$ cat src/rtl/speed_sel.sv
// ============================================================================
// speed_sel: two debounced buttons adjust an 8-bit divider value with
// press-and-hold auto-repeat; pressing both buttons restores the default.
// Revision: 1.0
// ============================================================================
`default_nettype none

module speed_sel #(
  parameter int         DEB_CYCLES    = 50000,
  parameter int         REPEAT_DELAY  = 500000,
  parameter int         REPEAT_PERIOD = 200000,
  parameter logic [7:0] DEF_VAL       = 8'd16,
  parameter logic [7:0] MIN_VAL       = 8'd1,
  parameter logic [7:0] MAX_VAL       = 8'd255,
  parameter logic [7:0] STEP          = 8'd1
) (
  input  logic       clock,
  input  logic       reset,
  input  logic       btn_up,
  input  logic       btn_down,
  output logic [7:0] divval,
  output logic       update
);

  localparam int MAX_AB = (DEB_CYCLES > REPEAT_DELAY) ? DEB_CYCLES : REPEAT_DELAY;
  localparam int MAX_C  = (MAX_AB > REPEAT_PERIOD) ? MAX_AB : REPEAT_PERIOD;
  localparam int CW     = $clog2(MAX_C + 1);

  localparam logic [CW-1:0] DEB_LAST = CW'(DEB_CYCLES - 1);
  localparam logic [CW-1:0] RD_LAST  = CW'(REPEAT_DELAY - 1);
  localparam logic [CW-1:0] RP_LAST  = CW'(REPEAT_PERIOD - 1);

  localparam logic [1:0] S_IDLE   = 2'd0;
  localparam logic [1:0] S_DELAY  = 2'd1;
  localparam logic [1:0] S_REPEAT = 2'd2;
  localparam logic [1:0] S_LOCK   = 2'd3;

  // Bit 0 is the "up" button, bit 1 the "down" button.
  logic [1:0] raw;
  logic [1:0] deb;
  logic [1:0] rise;

  assign raw = {btn_down, btn_up};

  generate
    for (genvar i = 0; i < 2; i++) begin : g_deb
      logic          sync1;
      logic          sync2;
      logic          level;
      logic          rise_r;
      logic [CW-1:0] cnt;

      always_ff @(posedge clock or posedge reset) begin
        if (reset) begin
          sync1  <= 1'b0;
          sync2  <= 1'b0;
          level  <= 1'b0;
          rise_r <= 1'b0;
          cnt    <= '0;
        end else begin
          sync1 <= raw[i];
          sync2 <= sync1;
          if (sync2 != level) begin
            if (cnt == DEB_LAST) begin
              level  <= sync2;
              rise_r <= sync2;
              cnt    <= '0;
            end else begin
              rise_r <= 1'b0;
              cnt    <= cnt + 1'b1;
            end
          end else begin
            rise_r <= 1'b0;
            cnt    <= '0;
          end
        end
      end

      assign deb[i]  = level;
      assign rise[i] = rise_r;
    end
  endgenerate

  logic [1:0]    state;
  logic [1:0]    state_nxt;
  logic          dir;        // 1 = up button is the one being held
  logic          dir_nxt;
  logic [CW-1:0] rcnt;
  logic [CW-1:0] rcnt_nxt;

  logic both_hi;
  logic held;

  assign both_hi = deb[0] & deb[1];
  assign held    = dir ? deb[0] : deb[1];

  always_ff @(posedge clock or posedge reset) begin
    if (reset) begin
      state <= S_IDLE;
      dir   <= 1'b0;
      rcnt  <= '0;
    end else begin
      state <= state_nxt;
      dir   <= dir_nxt;
      rcnt  <= rcnt_nxt;
    end
  end

  always_comb begin
    state_nxt = state;
    dir_nxt   = dir;
    rcnt_nxt  = '0;
    case (state)
      S_IDLE: begin
        if (rise != 2'b00) begin
          if (both_hi) begin
            state_nxt = S_LOCK;
          end else begin
            state_nxt = S_DELAY;
            dir_nxt   = rise[0];
          end
        end
      end
      S_DELAY: begin
        if (both_hi) begin
          state_nxt = S_LOCK;
        end else if (!held) begin
          state_nxt = S_IDLE;
        end else if (rcnt == RD_LAST) begin
          state_nxt = S_REPEAT;
        end else begin
          rcnt_nxt = rcnt + 1'b1;
        end
      end
      S_REPEAT: begin
        if (both_hi) begin
          state_nxt = S_LOCK;
        end else if (!held) begin
          state_nxt = S_IDLE;
        end else if (rcnt != RP_LAST) begin
          rcnt_nxt = rcnt + 1'b1;
        end
      end
      default: begin
        if (deb == 2'b00) begin
          state_nxt = S_IDLE;
        end
      end
    endcase
  end

  logic step_req;
  logic step_up;
  logic lock_req;

  always_comb begin
    step_req = 1'b0;
    step_up  = dir;
    lock_req = 1'b0;
    case (state)
      S_IDLE: begin
        if (rise != 2'b00) begin
          lock_req = both_hi;
          step_req = !both_hi;
          step_up  = rise[0];
        end
      end
      S_DELAY: begin
        lock_req = both_hi;
        step_req = !both_hi && held && (rcnt == RD_LAST);
      end
      S_REPEAT: begin
        lock_req = both_hi;
        step_req = !both_hi && held && (rcnt == RP_LAST);
      end
      default: begin
        lock_req = 1'b0;
      end
    endcase
  end

  // Nine-bit arithmetic exposes the borrow/carry so results clamp instead of wrapping.
  logic [8:0] dec;
  logic [8:0] inc;
  logic [7:0] step_val;

  assign dec = {1'b0, divval} - {1'b0, STEP};
  assign inc = {1'b0, divval} + {1'b0, STEP};

  always_comb begin
    step_val = divval;
    if (step_up) begin
      step_val = (dec[8] || (dec[7:0] < MIN_VAL)) ? MIN_VAL : dec[7:0];
    end else begin
      step_val = (inc > {1'b0, MAX_VAL}) ? MAX_VAL : inc[7:0];
    end
  end

  always_ff @(posedge clock or posedge reset) begin
    if (reset) begin
      divval <= DEF_VAL;
      update <= 1'b0;
    end else if (lock_req) begin
      divval <= DEF_VAL;
      update <= (divval != DEF_VAL);
    end else if (step_req) begin
      divval <= step_val;
      update <= (divval != step_val);
    end else begin
      update <= 1'b0;
    end
  end

endmodule

`default_nettype wire

$ cat config.mk
export PLATFORM = sky130hd
export DESIGN_NAME = speed_sel
export DESIGN_NICKNAME = d
export VERILOG_FILES = /design/src/rtl/speed_sel.sv
export SDC_FILE = /design/constraint.sdc
export NUM_CORES = 1
export LEC_CHECK = 0
export BUFFER_PORTS_ARGS = -buffer_cell sky130_fd_sc_hd__buf_2
export CORE_AREA = 2 2 88 90
export CTS_CLUSTER_SIZE = 28
export DETAILED_ROUTE_END_ITERATION = 8
export DIE_AREA = 0 0 90 92
export GPL_ROUTABILITY_DRIVEN = 0
export PLACE_DENSITY = 0.77
export SETUP_SLACK_MARGIN = 0.1
export SLEW_MARGIN = 20
export SYNTH_ARGS = -nofsm -noshare
export SYNTH_HDL_FRONTEND = slang
export SYNTH_SLANG_ARGS = --single-unit
$ cat constraint.sdc
create_clock -name clock -period 3.4 [get_ports clock]
set_input_delay 1.02 -clock clock [delete_from_list [all_inputs] [get_ports clock]]
set_output_delay 1.02 -clock clock [all_outputs]
set_load 0.01 [all_outputs]
==> impl_metrics.toml, run 1 <==
[clocking]
clk_pin_slew_worst_paths_ps = 70
clk_latency_ps = 350
cts_root_buf = "clkbuf_8"
cts_setup_buffers = 0
h-tree-depth = 3
cts_buffers = 9
cts_sinks = 77
cts_resized = 0
hold_buffers = 0
cts_max_path_buffers = 2
cts_tree = "done"

[critical_path]
crit_start = "divval[0]"
critPathLaunchType = "flip-flop"
critPathCaptureType = "flip-flop"
cp_data_required_time_ps = 3590
cp_data_arrival_time_ps = 2940
worstSetupPathType = "reg -> reg"
path_max_fanout = 11
r2r_start = "divval[0]"

[timing]
rsz0062_at_grt = "false"
postLayoutSetupSlackWorst_ps = 651
report.final.setup_viol = 0
finalClockSkew_ps = 14.1
maxSlewViolCount = 0
setup-tns-final_ps = 0
worst_slew_pin_slew_ps = 730
period_share = 0.809
hold_viol_final = 0
slew_headroom = 0.513
period_needed_ps = 2750
max_freq_ghz = 0.364

[yosys]
synth_nets = 498
ys_async_sr_fraction = 1.00
syn_area_um2 = 4400
synth_top_family_by_area = "simple AND/OR/NAND/NOR gates"
synth-edff-count = 0
synth_xor_area_frac = 0.114
ys_seq_area_frac = 0.439
yosys_warnings = 0
synth_compound_area_frac = 0.0919
ys_seq_elements = 77
synth_mux_area_frac = 0.0142
synth_area_per_cell_um2 = 9.12
yosysUniqueCellTypes = 62
synth-simple-area-share = 0.271
synthCells = 482
synthAdderAreaFrac = 0.0341
ys.flop_type = "dfrtp_1"

[global_routing]
overflow = 0
grt_usage = 0.212
grt_pass1_vias = 3195
grt_max_degree = 42
grt_pass1_wl_mm = 14.5
antenna_found_initial = 0

[power]
power_mw = 1.57
p_per_area_nw_per_um2 = 337
leakagePower_nw = 1.97
vdd_ir_drop_max_mv = 0.252

[final_layout]
fin_util = 0.625
layout-drive-gt1-share = 0.101
stdcell_count = 595
syn2layout_area_growth_pct = 5.86
finalNetCount = 504
nFillCells = 624
diodes = 0

[placement]
pre_cts_ws_ps = 698
io_buffers = 12
dp_cells = 579
hpwl_mm = 5.68

[drt]
vias_per_cell = 5.68
vias = 3381
ant_nets = 0
wirelength_mm = 8.18
wire_per_inst_um = 13.7
drc = 0
drtIter0Drc = 239
dr.pass1.iters = 4

[floorplanning]
core_um2 = 7450
fp-row-count = 32
num_io_pins = 13
die-area_um2 = 8280
fp.dieW_um = 90
die_y_um = 92
start_util = 0.590

[hold_path]
worstHoldStart = "g_deb[1].sync1"
worstHoldPathType = "reg -> reg"

[job]
max_cap_viol_count = 0

[outcome]
outcome = "finished, final reports clean"
==> cells in the final DEF, fill, tap and decap left out, types with 4 or more instances in the layout <==
cell       n
a21oi_1    9
a22oi_1    5
and3_1    19
buf_2     12
clkbuf_8   9
dfrtp_1   76
ha_1      12
inv_1     10
mux2i_1    4
nand2_1   47
nand2b_1   4
nand3_1   24
nand4_1    7
nor2_1    93
nor3_1    12
nor4_1     6
o21ai_0    9
o22ai_1    4
o31ai_1    4
xnor2_1   26
xor2_1    31
==> where the power goes <==
part           switching, mW  internal [mW]  total [mW]
registers            0.00531          0.923       0.929
logic                 0.0274        0.00891      0.0363
clock network          0.339          0.267       0.606
==> area by class of cell <==
| class | instances | area (µm²) | share of cell area |
|---|---|---|---|
| multi-input cells | 374 | 2310 | 0.496 |
| flip-flops and latches | 77 | 1930 | 0.414 |
| clock buffers | 11 | 131 | 0.0282 |
| well taps | 102 | 128 | 0.0274 |
| repair buffers | 15 | 82.6 | 0.0177 |
| inverters | 11 | 41.3 | 0.00887 |
| clock inverters | 5 | 36.3 | 0.00780 |
==> layer usage <==
layer | routed length (µm) | vias to the layer above | GRT usage
li1 | - | 1667 | -
met5 | 0 | - | 0
met4 | 130 | 0 | 0.0692
met1 | 3850 | 1606 | 0.292
met3 | 383 | 18 | 0.0493
met2 | 3820 | 90 | 0.336
==> through the flow <==
step	cell area, µm²	hold slack, ps
3_3_place_gp	4490	335
2_1_floorplan	4400	331
4_1_cts	4650	361
6_report	4650	357
5_1_grt	4650	362
3_5_place_dp	4490	344
==> path summary, 6_finish.rpt <==
kind	end	slack [ps]	cells past startpoint
setup reg to reg	divval[5]	650	9
hold / removal	g_deb[1].sync2	360	0
max in group asynchronous	rcnt[3]	2250	3
min in group asynchronous	g_deb[0].cnt[16]	770	3
hold reg to reg	g_deb[1].sync2	360	0
setup / recovery	divval[5]	650	9
==> cells by family (layout without fill, tap and decap cells) <==
family / count (synthesis) / count (layout)
AOI/OAI and AO/OA: 57 / 57
xor gates and xnor gates: 57 / 57
buffers and inverters: 31 / 42
adders and majority gates: 12 / 12
DFF: 77 / 77
and+or+nand+nor: 242 / 242
muxes: 6 / 6
==> synth_stat cells, drive strengths merged (6+ instances only) <==
library cell,number,area (µm²)
xnor2,26,228
ha,12,150
nor3,13,70.1
xor2,31,272
o21ai,11,55.1
nand4,7,43.8
nand2,48,183
nor4,6,37.5
nand3,25,130
dfrtp,76,1900
clkbuf,8,31.3
inv,11,41.3
a21oi,9,45.0
and3,19,119
buf,12,88.8
a22oi,6,50.1
nor2,96,368
==> registers in the layout (all words and copies together) (netlist names) <==
signal / count
g_deb.sync1: 2
g_deb.cnt: 38
update: 1
g_deb.rise_r: 2
rcnt: 19
dir: 1
divval: 8
g_deb.sync2: 2
state: 2
g_deb.level: 2
==> critical path, cell delays in order (launching register included) <==
cell and delay (ps):
dfrtp_1 520, inv_1 190, ha_1 400, or4b_4 540
nor2_2 130, nor2_2 90, a22oi_1 280, nand2b_1 80
a221oi_1 300, a21oi_1 70
Note: power is estimated with default switching activity, not from simulation.
==> run 2: changes to the inputs <==
--- a/config.mk
+++ b/config.mk
@@ -5,13 +5,14 @@
 export SDC_FILE = /design/constraint.sdc
 export NUM_CORES = 1
 export LEC_CHECK = 0
+export ABC_AREA = 1
 export BUFFER_PORTS_ARGS = -buffer_cell sky130_fd_sc_hd__buf_2
-export CORE_AREA = 2 2 88 90
+export CORE_AREA = 2 2 93 95
 export CTS_CLUSTER_SIZE = 28
 export DETAILED_ROUTE_END_ITERATION = 8
-export DIE_AREA = 0 0 90 92
+export DIE_AREA = 0 0 95 97
 export GPL_ROUTABILITY_DRIVEN = 0
-export PLACE_DENSITY = 0.77
+export PLACE_DENSITY = 0.74
 export SETUP_SLACK_MARGIN = 0.1
 export SLEW_MARGIN = 20
 export SYNTH_ARGS = -nofsm -noshare
==> constraint.sdc (replaced) <==
create_clock -name clock -period 2.4 [get_ports clock]
set_input_delay 0.72 -clock clock [delete_from_list [all_inputs] [get_ports clock]]
set_output_delay 0.72 -clock clock [all_outputs]
set_load 0.01 [all_outputs]
==> impl_metrics.toml, run 2 <==
[outcome]
outcome = "finished, final reports clean"

[power]
p_per_area_nw_per_um2 = 490
leakagePower_nw = 2.29
vdd_ir_drop_max_mv = 0.523

[drt]
vias = 3805
drc = 0
ant_nets = 0
wire_per_inst_um = 12.8
dr.pass1.iters = 5
wirelength_mm = 8.98
vias_per_cell = 5.43
drtIter0Drc = 166

[timing]
worst_slew_pin_slew_ps = 623
slew_headroom = 0.584
report.final.setup_viol = 0
period_share = 0.886
whs_ps = 355
hold_viol_final = 0
setup-tns-final_ps = 0
period_needed_ps = 2130
finalClockSkew_ps = 12.2
rsz0062_at_grt = "true"
max_freq_ghz = 0.470
maxSlewViolCount = 0

[yosys]
ys_seq_area_frac = 0.433
synth.top_cells.by_area = "dfrtp_1 43%, nand2_1 9.4%, nor2_1 6.5%"
synthAdderAreaFrac = 0.0337
synth_top_family_by_area = "simple AND/OR/NAND/NOR gates"
synth_mux_area_frac = 0
synth_nets = 583
synth_compound_area_frac = 0.0806
syn_area_um2 = 4450
synthCells = 567
synth_area_per_cell_um2 = 7.85
yosysUniqueCellTypes = 45
yosys_warnings = 0
ys_async_sr_fraction = 1.00
yosys.area.top_type = "dfrtp_1"
synth_common_cells = "111 x nand2_1, 77 x nor2_1, 76 x dfrtp_1, 73 x inv_1, 39 x nand3_1"
ys.flop_type = "dfrtp_1"
ys_seq_elements = 77
synth-edff-count = 0
synth-simple-area-share = 0.337
synth_xor_area_frac = 0.0393
synth_top_cell_area_share = 0.427
post-synth-top-count-cell = "nand2_1"

[critical_path]
critical-path-top-delay-family = "simple AND/OR/NAND/NOR gates"
cp_data_required_time_ps = 2650
critical_path.max_stage_delay_ps = 420
reg2reg_slack_ps = 270
worstSetupPathType = "reg -> reg"
cp_data_arrival_time_ps = 2380
cp.buffers_inverters = 3
r2r_start = "divval[0]"
crit_start = "divval[0]"
r2r-end = "update"
r2r_cells = 16
critPathLaunchType = "flip-flop"
critPathSlowestCell = "dfrtp_2"
crit_top_cell = "nand2_1"
path_max_fanout = 8
critPathCaptureType = "flip-flop"
worstPathCellList = "clkinvlp_4 > ha_2 > inv_1 > nor2_1 > nor2_1 > nand3_1 > nor2_1 > nand3_2 > nand2_1 > inv_2 > o21ai_2 > nand2_1 > nor2_1 > nand2_1 > nand2_1 > nand2_1"

[hold_path]
hold_end = "g_deb[1].sync2"
worstHoldStart = "g_deb[1].sync1"
hold_path_depth = 0
worstHoldPathType = "reg -> reg"

[clocking]
cts_tree = "done"
cts_max_path_buffers = 2
cts_sinks = 77
cts_buffers = 9
h-tree-depth = 3
clk_latency_ps = 350
clk_pin_slew_worst_paths_ps = 90
cts_root_buf = "clkbuf_8"

[global_routing]
grt_pass1_vias = 3609
grt_pass1_wl_mm = 15.8
overflow = 0
grt_usage = 0.212
antenna_found_initial = 0
grt_max_degree = 29

[final_layout]
diodes = 0
layout-drive-gt1-share = 0.138
layout_commonest_cell = "nand2_1"
final-seq-area_um2 = 1930
final_cell_mix = "110 x nand2_1, 76 x nor2_1, 74 x dfrtp_1"
syn2layout_area_growth_pct = 10.2
regMostFlops = "g_deb.cnt"
finalNetCount = 607
fin_area_um2 = 4910
top_regs = "g_deb.cnt x38, rcnt x19, divval x8"
nFillCells = 711
multi_input_area_um2 = 2190
stdcell_count = 701
largest_reg_flops = 38

[floorplanning]
die-area_um2 = 9220
die_y_um = 97
start_util = 0.547
core_um2 = 8130
fp.dieW_um = 95
fp-row-count = 33
num_io_pins = 13

[job]
max_cap_viol_count = 0

[placement]
placed_area_um2 = 4660
hpwl_mm = 6.67
dp_cells = 682
io_buffers = 12
[run 2: changes by cell type after synthesis, sizes merged, moves of 13 or more]
cell   delta
and3     -17
xor2     -17
nand4    +13
xnor2    -20
nand2    +66
inv      +68
nand3    +19
[run 2: cell families (layout without fill, tap and decap cells)]
family                   after synthesis  after routing
AO/OA/AOI/OAI                         61             61
XOR/XNOR                              20             20
adder cells (fa/ha/maj)               12             12
buffers and inverters                 85            114
flip-flops                            77             77
AND/OR/NAND/NOR                      312            312
[run 2: power breakdown]
| group | switching (mW) | internal (mW) | leakage, nW | total [mW] |
|---|---|---|---|---|
| clock network | 0.484 | 0.537 | 0.102 | 1.02 |
| logic | 0.0483 | 0.0203 | 1.13 | 0.0686 |
| registers | 0.00763 | 1.31 | 1.05 | 1.32 |
[run 2: per-layer routing]
metal / up-vias / GRT usage / part of all wire / wire (µm)
met1: 1811 / 0.289 / 0.47 / 4200
met4: 0 / 0.0669 / 0.0097 / 87
met5: - / 0 / 0 / 0
met2: 77 / 0.339 / 0.48 / 4330
met3: 7 / 0.0421 / 0.040 / 362
li1: 1910 / - / - / -
[run 2: timing repair]
action | CTS | global route
gates resized for setup | 0 | 7
endpoints found under the hold margin | 0 | 0
setup buffers | 0 | 3
hold buffers | 0 | 0
setup endpoints to repair | 0 | 8
[run 2: area by class of cell]
class                           count  area share
Clock buffer                       11      0.0308
Clock inverter                      5      0.0120
Inverter                           79      0.0619
Multi-Input combinational cell    405       0.447
Sequential cell                    77       0.393
Tap cell                          105      0.0268
Timing Repair Buffer               19      0.0280
[run 2: worst max-delay path by stage]
| stage | cells past startpoint | slack [ps] | endpoint |
|---|---|---|---|
| 6_report | 16 | 270 | update |
| 2_1_floorplan | 16 | 350 | update |
| 3_5_place_dp | 16 | 200 | update |
| 5_1_grt | 16 | 70 | update |
| 4_1_cts | 17 | 180 | update |
| 3_3_place_gp | 16 | 270 | update |
[run 2: per-stage QoR]
| step | power (mW) | setup slack, ps | utilization |
|---|---|---|---|
| after floorplan | 1.39 | 354 | - |
| after global placement | 1.41 | 271 | 0.573 |
| after detailed placement | 1.41 | 199 | 0.573 |
| after CTS | 2.44 | 179 | 0.599 |
| after global routing | 2.51 | 65.1 | 0.603 |
| final | 2.40 | 272 | 0.603 |
